`config.mk`:
```
export PLATFORM = sky130hd
export DESIGN_NAME = simple_receiver
export DESIGN_NICKNAME = d
export VERILOG_FILES = /design/src/rtl/simple_uart_pkg.sv /design/src/rtl/simple_synchronizer.sv /design/src/rtl/simple_receiver.sv
export SDC_FILE = /design/constraint.sdc
export NUM_CORES = 1
export LEC_CHECK = 0
export CORE_UTILIZATION = 25
export DETAILED_ROUTE_END_ITERATION = 7
export HOLD_SLACK_MARGIN = 0.15
export PLACE_DENSITY = 0.5
export SLEW_MARGIN = 40
export SYNTH_ARGS = -nofsm -noshare
export SYNTH_HDL_FRONTEND = slang
export SYNTH_SLANG_ARGS = --single-unit
```
`constraint.sdc`:
```
create_clock -name clk -period 5.7 [get_ports clk]
set_input_delay 1.14 -clock clk [delete_from_list [all_inputs] [get_ports clk]]
set_output_delay 1.14 -clock clk [all_outputs]
set_load 0.01 [all_outputs]
```
`src/rtl/simple_uart_pkg.sv`:
```
// Timing and width definitions shared by both ends of the simple_uart family,
// so that transmitter and receiver always agree on bit timing.
package simple_uart_pkg;

  localparam int unsigned DEFAULT_WORD_WIDTH = 8;

  // Number of system clock cycles spanned by one bit on the line.
  function automatic int unsigned bit_cycles(input int unsigned clock_frequency,
                                             input int unsigned baud_rate);
    return clock_frequency / baud_rate;
  endfunction

endpackage

```
`src/rtl/simple_synchronizer.sv`:
```
// Two-flop synchroniser for a single asynchronous input; the reset value is
// chosen by the instantiating block to match the input's idle level.
module simple_synchronizer #(
  parameter logic RESET_VALUE = 1'b1
) (
  input  logic clk,
  input  logic rst,
  input  logic din,
  output logic dout
);

  logic meta;

  always_ff @(posedge clk or negedge rst) begin
    if (!rst) begin
      meta <= RESET_VALUE;
      dout <= RESET_VALUE;
    end else begin
      meta <= din;
      dout <= meta;
    end
  end

endmodule

```
`src/rtl/simple_receiver.sv`:
```
// UART receiver: samples an 8N1-style line at mid-bit, writes each well-framed
// word into a downstream FIFO and flags framing errors and overruns.
module simple_receiver
  import simple_uart_pkg::*;
#(
  parameter int unsigned CLOCK_FREQUENCY = 32'd100_000_000,
  parameter int unsigned BAUD_RATE       = 32'd115200,
  parameter int unsigned WORD_WIDTH      = DEFAULT_WORD_WIDTH
) (
  input  logic                  clk,
  input  logic                  rst,
  input  logic                  din,
  input  logic                  full,
  output logic                  we,
  output logic [WORD_WIDTH-1:0] dout,
  output logic                  frame_error,
  output logic                  overrun
);

  localparam int unsigned ONE_CYCLE  = bit_cycles(CLOCK_FREQUENCY, BAUD_RATE);
  localparam int unsigned HALF_CYCLE = ONE_CYCLE / 2;
  localparam logic [31:0] ONE_LAST   = 32'(ONE_CYCLE - 1);
  localparam logic [31:0] HALF_LAST  = 32'(HALF_CYCLE - 1);
  localparam logic [31:0] WORD_LAST  = 32'(WORD_WIDTH - 1);

  generate
    if (ONE_CYCLE < 4) begin : g_timing_check
      $error("simple_receiver: CLOCK_FREQUENCY/BAUD_RATE must be at least 4");
    end
  endgenerate

  typedef enum logic [2:0] {
    IDLE,
    START,
    DATA,
    STOP,
    BREAK
  } rx_state_t;

  rx_state_t             state;
  rx_state_t             next_state;
  logic                  rx_s;
  logic [31:0]           clocks;
  logic [31:0]           received_bits;
  logic [WORD_WIDTH-1:0] shift;
  logic                  bit_done;
  logic                  half_done;
  logic                  last_bit;
  logic                  we_d;
  logic                  frame_error_d;
  logic                  overrun_d;

  simple_synchronizer #(
    .RESET_VALUE(1'b1)
  ) u_rx_sync (
    .clk (clk),
    .rst (rst),
    .din (din),
    .dout(rx_s)
  );

  assign bit_done  = (clocks == ONE_LAST);
  assign half_done = (clocks == HALF_LAST);
  assign last_bit  = (received_bits == WORD_LAST);

  always_ff @(posedge clk or negedge rst) begin
    if (!rst) state <= IDLE;
    else      state <= next_state;
  end

  always_comb begin
    next_state = state;
    case (state)
      IDLE:    if (!rx_s) next_state = START;
      START:   if (half_done) next_state = rx_s ? IDLE : DATA;
      DATA:    if (bit_done && last_bit) next_state = STOP;
      STOP:    if (bit_done) next_state = rx_s ? IDLE : BREAK;
      BREAK:   if (rx_s) next_state = IDLE;
      default: next_state = IDLE;
    endcase
  end

  // Leaving STOP right at mid-stop-bit lets a back-to-back start edge be seen.
  always_comb begin
    we_d          = 1'b0;
    frame_error_d = 1'b0;
    overrun_d     = 1'b0;
    if (state == STOP && bit_done) begin
      we_d          = rx_s && !full;
      overrun_d     = rx_s && full;
      frame_error_d = !rx_s;
    end
  end

  always_ff @(posedge clk or negedge rst) begin
    if (!rst) begin
      clocks        <= '0;
      received_bits <= '0;
      shift         <= '0;
    end else begin
      case (state)
        START: clocks <= half_done ? '0 : clocks + 32'd1;
        DATA: begin
          if (bit_done) begin
            shift         <= {rx_s, shift[WORD_WIDTH-1:1]};
            received_bits <= received_bits + 32'd1;
            clocks        <= '0;
          end else begin
            clocks <= clocks + 32'd1;
          end
        end
        STOP: clocks <= bit_done ? '0 : clocks + 32'd1;
        default: begin
          clocks        <= '0;
          received_bits <= '0;
        end
      endcase
    end
  end

  always_ff @(posedge clk or negedge rst) begin
    if (!rst) begin
      we          <= 1'b0;
      frame_error <= 1'b0;
      overrun     <= 1'b0;
      dout        <= '0;
    end else begin
      we          <= we_d;
      frame_error <= frame_error_d;
      overrun     <= overrun_d;
      if (we_d) dout <= shift;
    end
  end

endmodule

```
==> results.env, run 1 <==
OUTCOME='finished clean'
TIMING.CRITICAL_PATH.SLOWEST_CELL_DELAY_PS=580
TIMING.REG2REG.SETUP_SLACK_PS=2970
CTSHOLDBUFFERS=0
GRTUSAGETOTAL_PCT=12.0
FINALSETUPVIOLATIONS=0
VDD_IR_DROP_MAX_uV=156
FINAL_HOLD_VIOL_COUNT=0
HTREE_LEVELS=3
GRT-OVFL-TOTAL=0
POSTSYNTH.TOPFLOPCELL='sky130_fd_sc_hd__dfrtp_1'
LAYOUT-AREA-OVERHEAD-VS-SYNTH_PCT=15.3
PLACEMENT_ROWS=49
DESIGN.DIE.AREA_SQ_UM=19000
FINAL.PERIOD_UTILIZATION_PCT=47.9
CTS-ROOT-TO-SINK-BUFFERS=2
POST_CTS_RESIZE_COUNT=0
SLEW_HEADROOM_PCT=51.8
PLACEMENT.CELL_AREA_SQ_UM=5010
LAYOUT-DRIVE-GT1-SHARE_PCT=10.4
MAX_FREQ_MHz=366
CLK-INSERTION-DELAY-LATE_PS=340
SYNTH_EDF_COUNT=0
SHARE_CLK_OF_TOTAL_POWER_PCT=49.3
FIN_CRIT_PS=2730
FIN_TNS_SETUP_PS=0
NNETSFINAL=493
SYNTHDISTINCTLIBCELLS=53
FINALHOLDWORSTSLACK_PS=356
SYNTH_AREA_SQ_UM=4620
CRITICAL_PATH.CELL_CHAIN='nor4_1 -> nand4_1 -> or3_1 -> nor3_4 -> mux2_2'
TIMING.CRITICAL_PATH.TO_TYPE='flip-flop'
DRT_VIA_DENSITY=5.17
GRT_PASS1_WL_MM=18.0
CTS.SINK_COUNT=88
CORE_SQ_UM=18000
ANTENNADIODECOUNT=0
CP.ARRIVAL_PS=2960
IOPINCOUNT=15
CTS_TREE='yes'
SWITCHING_POWER_uW=287
CELLPOWERDENSITY_nW_PER_UM2=237
GRT_PASS1_VIAS=3415
YOSYSSEQAREASHARE_PCT=47.7
P_INT_uW=978
INITIAL_CORE_UTIL_PCT=25.6
CLOCK-ROOT-BUFFER='sky130_fd_sc_hd__clkbuf_16'
CRITICAL_PATH.STARTPOINT_TYPE='flip-flop'
POSTSYNTH.ASYNCRESETSHARE_PCT=100
CLK_PIN_SLEW_WORST_SETUP_HOLD_PATHS_PS=70
SYNTHCELLS=477
DIE_HEIGHT_UM=138
GRT_SETUP_UNREPAIRED='false'
VIAS=3721
YS.WARNINGS.COUNT=0
WORST_SLEW_PIN_SLEW_PS=720
DRTITER0DRC=299
PRECTSSETUPSLACK_PS=3000
PLACEMENT.IO_BUFFERS=14
FINISH.INSTANCE_AREA_SQ_UM=5330
WL_PER_CELL_UM=14.8
SWSHARE_PCT=22.7
TIMING.MAX_CAP.VIOLATIONS=0
POSTCTSSETUPREPAIRBUFS=0
CRIT_TYPE='flip-flop to flip-flop'
CRITPATHSLOWESTCELL='sky130_fd_sc_hd__nor4_1'
DRC=0
CP.REQUIRED_PS=5930
SYNTH.FF_LATCH_COUNT=88
FIN_TOTAL_PWR_uW=1260
POSTSYNTHAREAPERCELL_SQ_UM=9.68
ROUTABILITYCONGESTION=0.812
COMB_POWER_SHARE_PCT=1.2
LAYOUT.CELLS.MOST_COMMON_LIST='sky130_fd_sc_hd__dfrtp_1, sky130_fd_sc_hd__nor2_1, sky130_fd_sc_hd__nand2_1'
HOLD-PATH-CELL-COUNT=0
REMAINING_ANTENNA_VIOLATION_COUNT_AFTER_ROUTING=0
CTS_MADE_BUFFERS=9
WORSTREGTOREGCELLS=5
LAYOUT.CELLS.MOST_COMMON='sky130_fd_sc_hd__dfrtp_1'
WORSTPATHMAXFANOUT=8
POWER_LEAKAGE_uW=0.00231
GRT_MAX_DEGREE=75
DP.FINAL_HPWL_MM=7.21
HOLDCRITPATHCLASS='flip-flop to flip-flop'
SYNTH_FP_NETS=484
GRT_ANTENNA_BEFORE_REPAIR=0
CLOCK-SKEW-FINAL_PS=8.17
FILLCELLCOUNT=1901
DETAIL_ROUTE.FIRST_PASS.ITERATIONS=7
DIEWIDTH_UM=138
DETAIL_ROUTE.WIRELENGTH_MM=10.7
SLEW_VIOL_FINAL=0
LAYOUT_SETUP_WS_PS=2970
FRACTION_OF_POWER_CONSUMED_BY_SEQUENTIAL_LOGIC_PCT=49.5
## power groups by stage
stage | Combinational [uW] | Clock (uW) | Sequential (uW)
2_1_floorplan | 0.165 | 0 | 638
3_3_place_gp | 16.2 | 0 | 638
3_5_place_dp | 16.6 | 0 | 638
4_1_cts | 16.7 | 638 | 626
5_1_grt | 18.4 | 668 | 626
6_report | 15.1 | 623 | 626
## worst paths after layout
kind	start	to
max	clocks[20]	dout[1]
min	u_rx_sync.meta	u_rx_sync.dout
max reg2reg	clocks[20]	dout[1]
min reg2reg	u_rx_sync.meta	u_rx_sync.dout
max in group asynchronous	rst	state[2]
min in group asynchronous	rst	received_bits[21]
## flip-flops by register name, indices dropped and copies added (netlist names)
signal,cells
u_rx_sync.meta,1
u_rx_sync.dout,1
dout,8
clocks,32
shift,8
we,1
frame_error,1
received_bits,32
overrun,1
state,3
## layer usage
layer  wire, um  track usage (%)  vias up
met3        396             2.74       23
met5          0                0        -
met1       5140             16.9     1826
li1           -                -     1793
met4        178             3.62        0
met2       4950             18.3       79
## synthesized netlist by cell type, drive strengths merged (2+ instances only)
| master | instances | share of area, % |
|---|---|---|
| o311ai | 3 | 0.57 |
| o211a | 3 | 0.65 |
| nor3 | 19 | 2.3 |
| buf | 6 | 0.76 |
| a211o | 4 | 0.76 |
| a22oi | 4 | 0.65 |
| mux2i | 4 | 0.87 |
| a31o | 2 | 0.38 |
| or4 | 14 | 2.4 |
| a21oi | 12 | 1.3 |
| o211ai | 9 | 1.5 |
| nand2 | 38 | 3.1 |
| o21a | 2 | 0.32 |
| nand4 | 29 | 3.9 |
| nand2b | 6 | 0.81 |
| o21ai | 5 | 0.62 |
| or2 | 2 | 0.27 |
| nor2b | 2 | 0.27 |
| or3 | 5 | 0.68 |
| nor4 | 24 | 3.6 |
| and2 | 3 | 0.41 |
| dfrtp | 86 | 47 |
| o31ai | 5 | 0.81 |
| xor2 | 24 | 4.6 |
| and3 | 13 | 1.8 |
| mux2 | 17 | 4.1 |
| inv | 9 | 0.73 |
| nor2 | 46 | 3.7 |
| and4 | 7 | 1.3 |
| nand3 | 35 | 3.8 |
| xnor2 | 6 | 1.1 |
| o31a | 2 | 0.38 |
| dfstp | 2 | 1.1 |
| clkbuf | 17 | 1.4 |
| ha | 3 | 0.81 |
## critical path: cells and delay by family (launching register included)
| kind | cells | cell delay, ps |
|---|---|---|
| AND/OR/NAND/NOR | 4 | 1810 |
| flip-flops | 1 | 420 |
| multiplexers | 1 | 390 |
## through the flow
| step | utilization (%) | std cells |
|---|---|---|
| final | 29.5 | 720 |
| after global routing | 29.5 | 720 |
| after CTS | 29.5 | 720 |
| after detailed placement | 27.8 | 704 |
| after global placement | 27.8 | 704 |
| after floorplan | - | 477 |
## cell families after synthesis
| kind of cell | share of synthesized area, % |
|---|---|
| AO/OA/AOI/OAI | 9.16 |
| multiplexers | 5.01 |
| AND/OR/NAND/NOR | 28.7 |
| buffers and inverters | 2.87 |
| XOR/XNOR | 5.69 |
| adder cells (fa/ha/maj) | 0.813 |
| flip-flops | 47.7 |
## area by class of cell
type	count	area (sq um)	area share, %
Clock inverter	7	86.3	1.62
Timing Repair Buffer	21	194	3.64
Multi-Input combinational cell	357	2290	43.1
Sequential cell	88	2200	41.4
Tap cell	229	287	5.38
Inverter	9	33.8	0.634
Clock buffer	9	225	4.23
(Power assumes the default switching activity.)
==> inputs of run 2 (changes only) <==
==> constraint.sdc (replaced) <==
create_clock -name clk -period 2.8 [get_ports clk]
set_input_delay 0.56 -clock clk [delete_from_list [all_inputs] [get_ports clk]]
set_output_delay 0.56 -clock clk [all_outputs]
set_load 0.01 [all_outputs]
==> results.env, run 2 (synthesis results as in run 1) <==
REG_TOP3='clocks: 32 flops, received_bits: 32 flops'  # unchanged
GRT_PASS1_WL_MM=18.4  # was 18.0 mm
DRT_VIA_DENSITY=5.11  # was 5.17
MET1WIRELENGTH_MM=5.18  # was 5.14 mm
CTS_MADE_BUFFERS=9  # unchanged
PRECTSSETUPSLACK_PS=201  # was 3000 ps
TIMING.MAX_CAP.VIOLATIONS=0  # unchanged
IOPINCOUNT=15  # unchanged
LAYOUT-DRIVE-GT1-SHARE_PCT=11.6  # was 10.4%
PLACEMENT.CELL_AREA_SQ_UM=5080  # was 5010 sq um
MAX_FREQ_MHz=386  # was 366 MHz
DRTITER0DRC=234  # was 299
CP.ARRIVAL_PS=2820  # was 2960 ps
VIAS=3727  # was 3721
SLEW_HEADROOM_PCT=44.9  # was 51.8%
PLACEMENT.IO_BUFFERS=14  # unchanged
CLK-INSERTION-DELAY-LATE_PS=350  # was 340 ps
DIEWIDTH_UM=138  # unchanged
POWER_LEAKAGE_uW=0.00235  # was 0.00231 uW
GRT_PASS1_VIAS=3619  # was 3415
FINALSETUPVIOLATIONS=0  # unchanged
GRT_MAX_DEGREE=44  # was 75
DETAIL_ROUTE.FIRST_PASS.ITERATIONS=4  # was 7
CLOCK-SKEW-FINAL_PS=8.89  # was 8.17 ps
LAYOUT.CELLS.MOST_COMMON='sky130_fd_sc_hd__dfrtp_1'  # unchanged
CP.REQUIRED_PS=3030  # was 5930 ps
HOLDCRITPATHCLASS='flip-flop to flip-flop'  # unchanged
LAYOUT_SETUP_WS_PS=210  # was 2970 ps
FINISH.INSTANCE_AREA_SQ_UM=5380  # was 5330 sq um
FINAL_HOLD_VIOL_COUNT=0  # unchanged
OUTCOME='finished clean'  # unchanged
DP.FINAL_HPWL_MM=7.61  # was 7.21 mm
RR_ENDPOINT='dout[1]'  # unchanged
CRITPATHSLOWESTCELL='sky130_fd_sc_hd__or4_1'  # was sky130_fd_sc_hd__nor4_1
POSTCTSSETUPREPAIRBUFS=0  # unchanged
DESIGN.DIE.AREA_SQ_UM=19000  # unchanged
WORST_SLEW_PIN_SLEW_PS=823  # was 720 ps
TIMING.CRITICAL_PATH.TO_TYPE='flip-flop'  # unchanged
CLOCK-ROOT-BUFFER='sky130_fd_sc_hd__clkbuf_16'  # unchanged
POSTLAYOUTCOREUTIL_PCT=29.8  # was 29.5%
NNETSFINAL=502  # was 493
FILLCELLCOUNT=1912  # was 1901
ANTENNADIODECOUNT=0  # unchanged
PLACEMENT_ROWS=49  # unchanged
GRT-OVFL-TOTAL=0  # unchanged
HTREE_LEVELS=3  # unchanged
CLK_PIN_SLEW_WORST_SETUP_HOLD_PATHS_PS=70  # about the same
CTS_TREE='yes'  # unchanged
DRC=0  # unchanged
CRITICAL_PATH.CELL_CHAIN='or4_1 -> or2_1 -> or3_1 -> nor3_4 -> mux2_2'  # was nor4_1 -> nand4_1 -> or3_1 -> nor3_4 -> mux2_2
WORSTHOLDSTART='u_rx_sync.meta'  # unchanged
CRITICAL_PATH.REG2REG.STARTPOINT='clocks[10]'  # was clocks[20]
FIN_CRIT_PS=2590  # was 2730 ps
REMAINING_ANTENNA_VIOLATION_COUNT_AFTER_ROUTING=0  # unchanged
WORST_HOLD_PATH_EP='u_rx_sync.dout'  # unchanged
SLEW_VIOL_FINAL=0  # unchanged
DIE_HEIGHT_UM=138  # unchanged
GRT_SETUP_UNREPAIRED='false'  # unchanged
GRT_ANTENNA_BEFORE_REPAIR=0  # unchanged
CRIT_TYPE='flip-flop to flip-flop'  # unchanged
LAYOUT-AREA-OVERHEAD-VS-SYNTH_PCT=16.4  # was 15.3%
GRTUSAGETOTAL_PCT=12.5  # was 12.0%
ROUTABILITYCONGESTION=0.791  # was 0.812
TIMING.CRITICAL_PATH.SLOWEST_CELL_DELAY_PS=620  # was 580 ps
FINALHOLDWORSTSLACK_PS=357  # was 356 ps
INITIAL_CORE_UTIL_PCT=25.6  # unchanged
FIN_TNS_SETUP_PS=0  # unchanged
WORSTPATHMAXFANOUT=8  # unchanged
LAYOUT.CELLS.MOST_COMMON_LIST='sky130_fd_sc_hd__dfrtp_1, sky130_fd_sc_hd__nor2_1, sky130_fd_sc_hd__nand2_1'  # unchanged
WL_PER_CELL_UM=15.0  # was 14.8 um
HOLD-PATH-CELL-COUNT=0  # unchanged
TOP_LAYER='met4'  # unchanged
FINAL.PERIOD_UTILIZATION_PCT=92.5  # was 47.9%
ROUTE.MET2.WL_MM=5.31  # was 4.95 mm
TIMING.REG2REG.SETUP_SLACK_PS=210  # was 2970 ps
CTS.SINK_COUNT=88  # unchanged
DETAIL_ROUTE.WIRELENGTH_MM=10.9  # was 10.7 mm
VDD_IR_DROP_MAX_uV=293  # was 156 uV
WORSTREGTOREGCELLS=5  # unchanged
CTS-ROOT-TO-SINK-BUFFERS=2  # unchanged
CORE_SQ_UM=18000  # unchanged
CELLPOWERDENSITY_nW_PER_UM2=460  # was 237 nW/um^2
CRITICAL_PATH.STARTPOINT_TYPE='flip-flop'  # unchanged
DR_WL_MET3_UM=381  # was 396 um
run 2: area by class of cell:
class,count,area [sq um],area share (%)
clock buffers,9,225,4.19
clock inverters,7,61.3,1.14
inverters,9,33.8,0.628
multi-input cells,357,2290,42.6
flip-flops and latches,88,2200,41.0
well taps,229,287,5.33
repair buffers,30,273,5.07
run 2: stage by stage:
stage | total power [uW] | std cells
after global placement | 1340 | 712
after detailed placement | 1340 | 712
after global routing | 2570 | 729
after floorplan | 1300 | 477
final | 2470 | 729
after CTS | 2520 | 729
run 2: power by group:
| group | leakage (uW) | internal, uW | switching (uW) |
|---|---|---|---|
| sequential | 0.00121 | 1270 | 1.74 |
| combinational | 0.000998 | 8.20 | 27.2 |
| clock | 0.000140 | 620 | 542 |
| total | 0.00235 | 1900 | 571 |
run 2: timing repair:
item	4_1_cts	5_1_grt
endpoints found under the hold margin	21	0
hold buffers	1	0
resized for setup	0	0
run 2: critical path, delay by kind of cell, from the launching register on:
family           cells  cell delay (ps)
AND/OR/NAND/NOR      4             1650
flip-flops           1              440
multiplexers         1              390
run 2: routing by layer:
| metal | GRT usage (%) | vias up |
|---|---|---|
| li1 | - | 1821 |
| met1 | 16.8 | 1851 |
| met2 | 20.1 | 47 |
| met3 | 3.62 | 8 |
| met4 | 2.36 | 0 |
| met5 | 0 | - |
run 2: how the worst max path moves through the flow:
stage / endpoint / startpoint / cells after the start / slack, ps
2_1_floorplan: dout[0] / clocks[10] / 5 / 400
3_3_place_gp: dout[6] / clocks[10] / 5 / 270
3_5_place_dp: dout[1] / clocks[10] / 5 / 200
4_1_cts: dout[1] / clocks[10] / 5 / 170
5_1_grt: dout[1] / clocks[10] / 5 / 80
6_report: dout[1] / clocks[10] / 5 / 210
